### src/rtl/pipe_perf_monitor.sv
// rtl/pipe_perf_monitor.sv - pipeline performance monitor: run-cycle and hazard-event counters with cycle limit and read port
// Optional PIPE_PERF_MON_SATURATE_EN: counters saturate at all-ones instead of wrapping.
module pipe_perf_monitor #(
    parameter int NUM_EVT   = 2,
    parameter int CNT_W     = 32,
    parameter int CYC_LIMIT = 64,
    parameter int SEL_W     = 2
) (
    input  logic               clk_i,
    input  logic               rst_i,
    input  logic               start_i,
    input  logic               clear_i,
    input  logic [NUM_EVT-1:0] evt_i,
    input  logic               rd_req_i,
    input  logic [SEL_W-1:0]   rd_sel_i,
    output logic               rd_valid_o,
    output logic [CNT_W-1:0]   rd_data_o,
    output logic               rd_err_o,
    output logic [CNT_W-1:0]   cycle_o,
    output logic [NUM_EVT:0]   ovf_o,
    output logic               done_o
);

    typedef enum logic [1:0] {
        ST_IDLE,
        ST_RUN,
        ST_DONE
    } state_t;

    localparam logic [CNT_W-1:0] LIMIT = CNT_W'(CYC_LIMIT);

    // Slot 0 is the cycle counter, slot k+1 is event channel k.
    state_t           state_q;
    logic [CNT_W-1:0] cnt_q [NUM_EVT+1];
    logic [NUM_EVT:0] ovf_q;
    logic             done_q;
    logic             rd_valid_q;
    logic             rd_err_q;
    logic [CNT_W-1:0] rd_data_q;

    logic [CNT_W-1:0] cnt_d [NUM_EVT+1];
    logic [NUM_EVT:0] cnt_max;
    logic [NUM_EVT:0] cnt_en;
    logic             limit_hit;
    logic [CNT_W-1:0] sel_val;
    logic             sel_err;

    always_comb begin
        cnt_en = '0;
        if (state_q == ST_RUN && start_i) begin
            cnt_en[0] = 1'b1;
            for (int k = 0; k < NUM_EVT; k++) begin
                cnt_en[k+1] = evt_i[k];
            end
        end
        for (int i = 0; i <= NUM_EVT; i++) begin
            cnt_max[i] = &cnt_q[i];
`ifdef PIPE_PERF_MON_SATURATE_EN
            cnt_d[i] = cnt_max[i] ? cnt_q[i] : cnt_q[i] + CNT_W'(1);
`else
            cnt_d[i] = cnt_q[i] + CNT_W'(1);
`endif
        end
        limit_hit = (CYC_LIMIT != 0) && (cnt_d[0] == LIMIT);
    end

    // Read mux sees the registered values, so a read returns pre-update data.
    always_comb begin
        sel_val = '0;
        sel_err = (int'(rd_sel_i) > NUM_EVT);
        for (int i = 0; i <= NUM_EVT; i++) begin
            if (int'(rd_sel_i) == i) begin
                sel_val = cnt_q[i];
            end
        end
    end

    always_ff @(posedge clk_i) begin
        if (rst_i) begin
            state_q    <= ST_IDLE;
            for (int i = 0; i <= NUM_EVT; i++) begin
                cnt_q[i] <= '0;
            end
            ovf_q      <= '0;
            done_q     <= 1'b0;
            rd_valid_q <= 1'b0;
            rd_err_q   <= 1'b0;
            rd_data_q  <= '0;
        end else begin
            rd_valid_q <= rd_req_i;
            rd_err_q   <= rd_req_i & sel_err;
            if (rd_req_i) begin
                rd_data_q <= sel_err ? '0 : sel_val;
            end

            if (clear_i) begin
                state_q <= ST_IDLE;
                for (int i = 0; i <= NUM_EVT; i++) begin
                    cnt_q[i] <= '0;
                end
                ovf_q  <= '0;
                done_q <= 1'b0;
            end else begin
                for (int i = 0; i <= NUM_EVT; i++) begin
                    if (cnt_en[i]) begin
                        cnt_q[i] <= cnt_d[i];
                        if (cnt_max[i]) begin
                            ovf_q[i] <= 1'b1;
                        end
                    end
                end
                case (state_q)
                    ST_IDLE: begin
                        if (start_i) begin
                            state_q <= ST_RUN;
                        end
                    end
                    ST_RUN: begin
                        if (!start_i) begin
                            state_q <= ST_IDLE;
                        end else if (limit_hit) begin
                            state_q <= ST_DONE;
                            done_q  <= 1'b1;
                        end
                    end
                    ST_DONE: begin
                        state_q <= ST_DONE;
                    end
                    default: begin
                        state_q <= ST_IDLE;
                    end
                endcase
            end
        end
    end

    assign rd_valid_o = rd_valid_q;
    assign rd_err_o   = rd_err_q;
    assign rd_data_o  = rd_data_q;
    assign cycle_o    = cnt_q[0];
    assign ovf_o      = ovf_q;
    assign done_o     = done_q;

endmodule

### config.mk
export PLATFORM = sky130hd
export DESIGN_NAME = pipe_perf_monitor
export DESIGN_NICKNAME = d
export VERILOG_FILES = /design/src/rtl/pipe_perf_monitor.sv
export SDC_FILE = /design/constraint.sdc
export NUM_CORES = 1
export LEC_CHECK = 0
export ABC_AREA = 1
export BUFFER_PORTS_ARGS = -buffer_cell sky130_fd_sc_hd__buf_2
export CAP_MARGIN = 20
export CORE_AREA = 2 2 155 112
export CTS_BUF_LIST = sky130_fd_sc_hd__clkbuf_8
export CTS_CLUSTER_DIAMETER = 100
export DETAILED_ROUTE_END_ITERATION = 8
export DIE_AREA = 0 0 157 114
export MAX_ROUTING_LAYER = met4
export PLACE_DENSITY = 0.68
export SLEW_MARGIN = 25
export SYNTH_ARGS = -nofsm -noshare
export SYNTH_HDL_FRONTEND = slang
export SYNTH_SLANG_ARGS = --single-unit
export TNS_END_PERCENT = 100
### constraint.sdc
create_clock -name clk_i -period 1.9 [get_ports clk_i]
set_input_delay 0.285 -clock clk_i [delete_from_list [all_inputs] [get_ports clk_i]]
set_output_delay 0.285 -clock clk_i [all_outputs]
set_load 0.02 [all_outputs]
# Word level (Yosys, flattened, before mapping)

Memories as Yosys holds them, arrays and structs flattened.
Cells that the tools add are included.

$add $sub $neg: 3
Mux-type cells: 32
Equal/unequal tests: 7
Bitwise gates (word level): 7
Magnitude comparators: 1
Reduce and logical (&&, ||, !) cells: 9

Operators with widths:

| operator                                              | count |
|---|---|
| 2-to-1 mux 32 bit                                     | 10 |
| AND reduction 33 bit                                  | 3 |
| adder 32 x 1 -> 32 bit (second input constant)        | 3 |
| equality test 32 x 7 -> 1 bit (second input constant) | 1 |
| 2-to-1 mux 1 bit                                      | 17 |
| equality test 2 bit (second input constant)           | 3 |
| 2-to-1 mux 2 bit                                      | 3 |
| bitwise OR 1 bit                                      | 6 |
| case mux 2 bit (3 select lines)                       | 1 |
| zero test 2 bit                                       | 2 |
| 2-to-1 mux 3 bit                                      | 1 |
| != test 3 bit (second input constant)                 | 1 |
| AND reduction 3 bit                                   | 1 |
| equality test 2 x 1 -> 1 bit (second input constant)  | 1 |
| greater-than comparator 2 bit (second input constant) | 1 |
| != test 2 bit (second input constant)                 | 1 |
| AND reduction 2 bit                                   | 1 |
| OR reduction 2 bit                                    | 1 |
| AND 1 bit                                             | 1 |
| logical AND 1 bit                                     | 1 |

Bits of input ports: 9
Output and inout bits: 70
Logic and storage cells: 68
Memories kept: 1
RAM bits: 96
Register bits after elaboration: 40

Memory list:

| name  | words | width | read ports | clocked after Yosys merged registers in | wr ports | line | source |
|---|---|---|---|---|---|---|---|
| cnt_q | 3     | 32    | 3          | 0                                       | 3        | 34   | `logic [CNT_W-1:0] cnt_q [NUM_EVT+1];` |

# Depth between registers and ports, before layout

Gate-level depths: netlist (run 1).

Depth in word-level cells: 8
Mapped depth: 14
Gate-level depth less buffers: 14

# Worst setup path before layout (run 1)

No wires, ideal clock.

Path type: reg2reg
From: memory cnt_q[1][0], in the netlist cnt_q[0][32]
To: memory cnt_q[1][30], in the netlist cnt_q[0][62] (data pin)
Required time: 1.643 ns
Path buffers: 0
Arrival time: 1.726 ns
Slack: -0.083 ns
Period minus slack after synthesis: 1.983 ns
Library setup time: 0.257 ns
Cell stages (with the launch flop): 13
Path through: edfxtp_1 > ha_1 > nand3_1 > nor2_1 > nand2_1 > nor3_2 > nand3_2 > nor2_1 > nand2_1 > nor2_1 > nand2_1 > o21bai_1 > a21oi_1

RTL lines:

| item        | line |
|---|---|
| from (decl) | 34 |

==> summary.log, run 1 <==
INFO  timing         hold_ws=0.1198ns
INFO  timing         final_critical_path_setup_slack=-0.2117ns
INFO  routing        dr.first_iter.drc_count=877
INFO  placement      place_worst_setup_slack=-0.2890ns
INFO  status         status=finished with violations
INFO  finish         finish.utilization=63.50%
INFO  synthesis      syn_inst=1039
INFO  routing        postRouteAntennaNets=0
INFO  power          static-leakage-power=4.382nW
INFO  cts            postCtsHoldBufs=0
INFO  worst_setup_path worst-r2r-setup-slack=-0.21ns
INFO  synthesis      yosysWarnings=0
INFO  finish         n_antenna_cell=0
INFO  worst_setup_path cp_max_fo=3
INFO  routing        post-route-drc-count=0
INFO  placement      port-buffer-count=78
INFO  cts            ctsHtreeMaxLevel=4
INFO  timing         slew_violations=0
INFO  timing         fmaxAchievable=473.6MHz
INFO  worst_setup_path critPathLaunchType=flop
INFO  timing         slew-limit-headroom=65.77%
INFO  worst_setup_path crit_type=reg2reg
INFO  timing         final.period_utilization=111.1%
INFO  finish         syn2layout_area_growth=30.88%
INFO  timing         post-route-min-period=2.112ns
INFO  routing        wirelength=24620um
INFO  finish         stdcell_count=1478
INFO  timing         report.final.hold_viol_count=0
INFO  timing         grt_setup_unrepaired=true
INFO  global_routing overflow=0
INFO  cts            clock_sink_count=136
INFO  timing         worst_max_slew_pin_slew=0.5095ns
INFO  placement      number_of_placed_instances_taps_included=1426
INFO  worst_setup_path worst_setup_path_startpoint=cnt_q[0][65]
INFO  synthesis      yosysTopAreaCell=edfxtp_1
INFO  cts            clock_latency=0.46ns
INFO  worst_setup_path cp.arrival=2.32ns
INFO  synthesis      number_of_register_bits_inferred_by_synthesis=136
INFO  synthesis      seq_area_frac_synth=45.83%
INFO  floorplan      row_count=40
INFO  global_routing global_route.usage.total=28.60%
INFO  routing        dr_total_vias=7858
INFO  worst_setup_path r2r_start=cnt_q[0][65]
INFO  worst_setup_path worst_r2r_path_depth=12
INFO  synthesis      synth_top_area_share=35.87%
INFO  floorplan      floorplan.die.width=157um
INFO  worst_setup_path r2r-end=cnt_q[0][84]
INFO  finish         fin_nets=1247
INFO  synthesis      mean_instance_size_in_the_synthesized_netlist=7.736um^2
INFO  placement      place.gp.congestion=0.9488
INFO  worst_setup_path cp_endpoint=cnt_q[0][84]
INFO  global_routing antenna_found_initial=0
INFO  synthesis      synthesis.area=8038um^2
INFO  worst_setup_path worstPathRequired=2.11ns
INFO  flow_run       max_cap_violations=0
INFO  worst_setup_path worst_setup_path_end_kind=flop
INFO  floorplan      die_height=114um
INFO  synthesis      synth_cell_types=43
INFO  cts            worst_setup_hold_path_clk_slew=0.08ns
INFO  cts            cts_tree=done
INFO  status         violated_checks=negative setup slack
INFO  timing         setup_viol_count_final=21
INFO  power          vdd.ir_drop.worst=490.3uV
INFO  finish         layout.cells.most_common=nand2_1
INFO  routing        avgViaCountPerCell=5.317
INFO  worst_hold_path holdCritPathClass=in2reg
INFO  floorplan      initial_core_util=48.52%
INFO  power          power_density_over_the_cells=627.8nW/um^2
INFO  finish         most-common-layout-cells=nand2_1, buf_4, inv_1
INFO  floorplan      design.portCount=79
INFO  placement      post-dp-hpwl=17940um
INFO  routing        drt-wirelength-per-cell=16.66um
INFO  floorplan      floorplan.core_area=16570um^2
INFO  global_routing grt_pass1_vias=7080
INFO  cts            cts_buffers=17
INFO  timing         clock_skew=0.01551ns
INFO  floorplan      die_area=17900um^2
INFO  cts            clk_root_buffer_cell=clkbuf_8
INFO  synthesis      synthTopCellsByArea=edfxtp_1, nand2_1, dfxtp_1
INFO  routing        drt-pass1-iter-count=5
INFO  cts            clock_path_buffers=2
INFO  global_routing grt_first_pass_wirelength=37820um
INFO  global_routing maximum_number_of_pins_on_one_net_before_global_route_repair=35
INFO  synthesis      synthesis.nets=1052
INFO  finish         layout-drive-gt1-share=31.84%
-- power breakdown --
group / leakage [nW] / total [mW] / internal (mW) / switching, mW
logic: 2.77 / 0.763 / 0.269 / 0.494
clock network: 0.220 / 2.46 / 1.28 / 1.17
registers: 1.40 / 3.39 / 3.28 / 0.101
-- metrics by stage --
stage	area, um^2	setup TNS, ns	power [mW]
finish	10520	-2.412	6.604
global route	10520	-5.933	6.809
CTS	10180	-1.752	6.591
detailed placement	9470	-2.892	4.150
global placement	9470	-1.950	4.142
floorplan	8045	-0.05743	3.842
-- per-layer routing --
metal / vias to the layer above / track usage, % / wire length, um
li1: 3830 / - / -
met1: 3624 / 42.96 / 11360
met2: 379 / 40.20 / 10510
met3: 25 / 4.749 / 2444
met4: 0 / 6.606 / 307
met5: - / - / 0
-- flip-flops by register name (all words and copies together), names as in the netlist --
signal,count
cnt_q,96
rd_data_o,32
ovf_o,3
state_q,2
done_o,1
rd_err_o,1
rd_valid_o,1
-- critical path, cell delays in order (launching register included) --
cell and delay, ns:
edfxtp_1 0.40, ha_2 0.20, nand2_2 0.07, nor2_4 0.14, nand4_4 0.11, nor2_4 0.19, buf_4 0.14, nand2_2 0.05
o31ai_2 0.20, buf_4 0.17, o21ai_1 0.06, o21ai_1 0.08, inv_1 0.05
-- layout make-up --
class                   instances  area, um^2
clock buffers                  21       289.0
clock inverters                11       103.9
fillers                      1411        6046
inverters                     125       479.2
multi-input cells             716        4011
flip-flops and latches        136        3684
well taps                     231       289.0
repair buffers                238        1664
-- worst min path at each step --
stage | startpoint | end | slack [ns] | cells past startpoint
floorplan | start_i | state_q[0] | 0.43 | 2
global placement | rd_data_o[24] | rd_data_o[24] | 0.45 | 2
detailed placement | rd_data_o[3] | rd_data_o[3] | 0.45 | 2
CTS | start_i | state_q[0] | 0.10 | 3
global route | start_i | state_q[0] | 0.11 | 3
finish | start_i | state_q[0] | 0.12 | 3
-- cell usage after synthesis, drive strengths merged --
cell type    n
nand2      282
nor2       128
inv        124
a21oi       99
edfxtp      96
o21ai       53
dfxtp       40
buf         39
nor3        36
nand3       29
clkbuf      23
nand4       15
nand3b      11
o21a         9
o221ai       9
o211ai       8
o22ai        7
a211oi       5
ha           4
a31oi        3
nor4         3
xor2         3
a221oi       2
a311oi       2
nor3b        2
o21bai       2
clkinv       1
o21ba        1
o31ai        1
or2          1
xnor2        1
-- kinds of logic after synthesis --
kind of cell / synth area share [%]
xor gates and xnor gates: 0.4359
and+or+nand+nor: 28.70
DFF: 45.83
adders and majority gates: 0.6227
buffers and inverters: 10.29
AOI/OAI and AO/OA: 14.12
-- repair_timing --
action	4_1_cts	5_1_grt
setup buffers	11	12
resized for setup	62	72
endpoints found under the setup margin	27	43
gates cloned	0	0
pin swaps	23	38
(Power assumes the default switching activity.)
==> run 2: changes to the inputs <==
--- a/config.mk
+++ b/config.mk
@@ -8,13 +8,16 @@
 export ABC_AREA = 1
 export BUFFER_PORTS_ARGS = -buffer_cell sky130_fd_sc_hd__buf_2
 export CAP_MARGIN = 20
-export CORE_AREA = 2 2 155 112
+export CELL_PAD_IN_SITES_DETAIL_PLACEMENT = 0
+export CELL_PAD_IN_SITES_GLOBAL_PLACEMENT = 1
+export CORE_AREA = 2 2 171 123
 export CTS_BUF_LIST = sky130_fd_sc_hd__clkbuf_8
 export CTS_CLUSTER_DIAMETER = 100
 export DETAILED_ROUTE_END_ITERATION = 8
-export DIE_AREA = 0 0 157 114
+export DIE_AREA = 0 0 173 125
 export MAX_ROUTING_LAYER = met4
-export PLACE_DENSITY = 0.68
+export PLACE_DENSITY = 0.74
+export SETUP_SLACK_MARGIN = 0.4
 export SLEW_MARGIN = 25
 export SYNTH_ARGS = -nofsm -noshare
 export SYNTH_HDL_FRONTEND = slang
==> summary.log, run 2 (synthesized netlist as in run 1, its figures left out) <==
INFO  routing        dr.first_iter.drc_count=706 [-19%]
INFO  timing         grt_setup_unrepaired=true
INFO  timing         setup_viol_count_final=33 [+57%]
INFO  worst_setup_path cp.arrival=2.40ns [+0.08 ns]
INFO  flow_run       max_cap_violations=0 [unchanged]
INFO  finish         most-common-layout-cells=nand2_1, buf_6, buf_4
INFO  timing         slew_violations=0 [unchanged]
INFO  placement      number_of_placed_instances_taps_included=1465 [+2.7%]
INFO  finish         finish.utilization=60.61% [-2.9 points]
INFO  routing        drt-pass1-iter-count=5 [unchanged]
INFO  power          power_density_over_the_cells=574.6nW/um^2 [-8.5%]
INFO  floorplan      floorplan.die.width=173um [+10%]
INFO  worst_setup_path critical_path.max_stage_delay=0.37ns [-0.03 ns]
INFO  routing        dr_total_vias=8101 [+3.1%]
INFO  finish         syn2layout_area_growth=51.95%
INFO  power          vdd.ir_drop.worst=458.8uV [-6.4%]
INFO  worst_setup_path critPathSlowestCell=edfxtp_1
INFO  global_routing grt.met1_usage=36.41% [-6.5 points]
INFO  power          p_switching=1.900mW [+7.5%]
INFO  routing        wirelength=27660um [+12%]
INFO  power          power.internal=5.118mW [+5.8%]
INFO  worst_setup_path crit_type=reg2reg
INFO  power          power.sequential.fraction=48.4% [-2.9 points]
INFO  floorplan      die_height=125um [+9.6%]
INFO  global_routing overflow=0 [unchanged]
INFO  finish         stdcell_count=1593 [+7.8%]
INFO  finish         fin_nets=1317 [+5.6%]
INFO  worst_setup_path cp_max_fo=4 [+1]
INFO  floorplan      initial_core_util=39.89% [-8.6 points]
INFO  cts            cts_tree=done
INFO  status         violated_checks=negative setup slack
INFO  timing         final_critical_path_setup_slack=-0.2126ns [-0.0009450 ns]
INFO  timing         fmaxAchievable=473.4MHz [about the same]
INFO  cts            cts_buffers=17 [unchanged]
INFO  placement      place.gp.congestion=0.8941 [-5.8%]
INFO  cts            clock_latency=0.47ns [about the same]
INFO  power          power.total=7.018mW [+6.3%]
INFO  global_routing grt_first_pass_wirelength=41740um [+10%]
INFO  routing        avgViaCountPerCell=5.085 [-4.3%]
INFO  finish         largest-register=cnt_q
INFO  finish         n_antenna_cell=0 [unchanged]
INFO  placement      port-buffer-count=78 [unchanged]
INFO  global_routing maximum_number_of_pins_on_one_net_before_global_route_repair=44 [+26%]
INFO  finish         largest_register_ffs=96 [unchanged]
INFO  timing         report.final.hold_viol_count=0 [unchanged]
INFO  global_routing global_route.usage.total=25.48% [-3.1 points]
INFO  cts            worst_setup_hold_path_clk_slew=0.09ns [about the same]
INFO  cts            ctsHtreeMaxLevel=4 [unchanged]
INFO  power          clock_power_share=38.8% [+1.6 points]
INFO  timing         worst_max_slew_pin_slew=0.4225ns [-0.08702 ns]
INFO  timing         slew-limit-headroom=71.83% [+6.1 points]
INFO  worst_setup_path worst_setup_path_end_kind=flop
INFO  global_routing globalRouteMet2Util=37.72% [-2.5 points]
INFO  cts            clock_path_buffers=2 [unchanged]
INFO  global_routing antenna_found_initial=0 [unchanged]
INFO  routing        post-route-drc-count=0 [unchanged]
INFO  worst_hold_path holdCritPathClass=in2reg
INFO  worst_setup_path critPathLaunchType=flop
INFO  floorplan      design.portCount=79 [unchanged]
INFO  power          static-leakage-power=5.020nW [+15%]
INFO  placement      post-dp-hpwl=18370um [+2.4%]
INFO  timing         final.period_utilization=111.2% [about the same]
INFO  floorplan      floorplan.core_area=20150um^2 [+22%]
INFO  timing         clock_skew=0.01934ns [+0.003823 ns]
INFO  global_routing global_route.peak_usage_layer=met2
INFO  cts            clk_root_buffer_cell=clkbuf_8
INFO  global_routing gr-usage-met3=4.410% [-0.34 points]
INFO  power          netSwitchingFraction=27.07% [+0.31 points]
INFO  cts            clock_sink_count=136 [unchanged]
INFO  worst_setup_path cell_by_cell_listing_of_the_critical_path=buf_4 > buf_6 > nand3_4 > nor2_4 > nand4_1 > buf_4 > buf_4 > buf_6 > buf_6 > nor2_4 > a31oi_1 > a311oi_1
INFO  finish         layout.cells.most_common=nand2_1
INFO  cts            postCtsHoldBufs=0 [unchanged]
INFO  timing         post-route-min-period=2.113ns [+0.0009450 ns]
INFO  worst_setup_path worstPathRequired=2.19ns [+0.08 ns]
INFO  floorplan      die_area=21630um^2 [+21%]
INFO  routing        postRouteAntennaNets=0 [unchanged]
INFO  routing        drt-wirelength-per-cell=17.37um [+4.2%]
INFO  power          comb_power_share=12.8% [+1.3 points]
INFO  status         status=finished with violations
INFO  finish         layout-drive-gt1-share=44.50% [+13 points]
INFO  floorplan      row_count=44 [+10%]
INFO  global_routing grt_pass1_vias=7596 [+7.3%]
[run 2: cell types whose count changed in the layout (fill, tap and decap cells not counted), moves of 23 or more]
cell	before	now
nand2_2	22	54
buf_2	78	49
nand2_1	252	211
nor2_1	87	62
buf_4	150	124
a21oi_2	5	28
a21oi_1	94	71
buf_6	6	129
[run 2: repair_timing]
item                       CTS  global route
setup buffers               59            36
gates resized for setup    220           193
pin swaps                   60            90
setup endpoints to repair  157           182
gates cloned                 0             1
[run 2: path summary, 6_finish.rpt]
path                    to  slack (ns)           from  cells after the start
max           cnt_q[0][45]       -0.21   cnt_q[0][33]                     12
min             state_q[0]        0.12        start_i                      3
max reg2reg   cnt_q[0][45]       -0.21   cnt_q[0][33]                     12
min reg2reg  rd_data_o[29]        0.46  rd_data_o[29]                      2
[run 2: worst max-delay path: cells and delay by family, from the launching register on]
| family | cells | cell delay, ns |
|---|---|---|
| DFF | 1 | 0.37 |
| and+or+nand+nor | 4 | 0.49 |
| buffers and inverters | 6 | 0.75 |
| AOI/OAI and AO/OA | 2 | 0.32 |
[run 2: area by class of cell]
cell class / count / area [um^2]
sequential: 136 / 3684
clock buffer: 19 / 261.5
tap: 276 / 345.3
clock inverter: 13 / 161.4
multi-input combinational: 716 / 4521
inverter: 125 / 486.7
timing repair buffer: 308 / 2754
fill: 1787 / 7936
[run 2: power groups by stage]
stage          Clock [mW]  Sequential [mW]  Combinational [mW]
2_1_floorplan           0             3.47               0.382
3_3_place_gp            0             3.45               0.708
3_5_place_dp            0             3.45               0.708
4_1_cts              2.73             3.39               0.810
5_1_grt              2.85             3.41               0.965
6_report             2.72             3.39               0.900
[run 2: per-layer routing]
| metal | vias to the layer above | part of all wire [%] |
|---|---|---|
| met5 | - | 0 |
| met4 | 0 | 1.4 |
| met2 | 250 | 46 |
| met3 | 28 | 5.6 |
| met1 | 3836 | 48 |
| li1 | 3987 | - |
[run 2: per-stage QoR]
step	instance area, um^2	hold slack (ns)	TNS, ns	worst slack [ns]
6_report	12210	0.1175	-3.186	-0.2126
5_1_grt	12210	0.1195	-7.982	-0.2955
4_1_cts	11260	0.07539	-1.376	-0.1301
3_5_place_dp	9604	0.4536	-1.559	-0.1963
3_3_place_gp	9604	0.4449	-1.178	-0.1687
2_1_floorplan	8173	0.4293	-0.009903	-0.009101
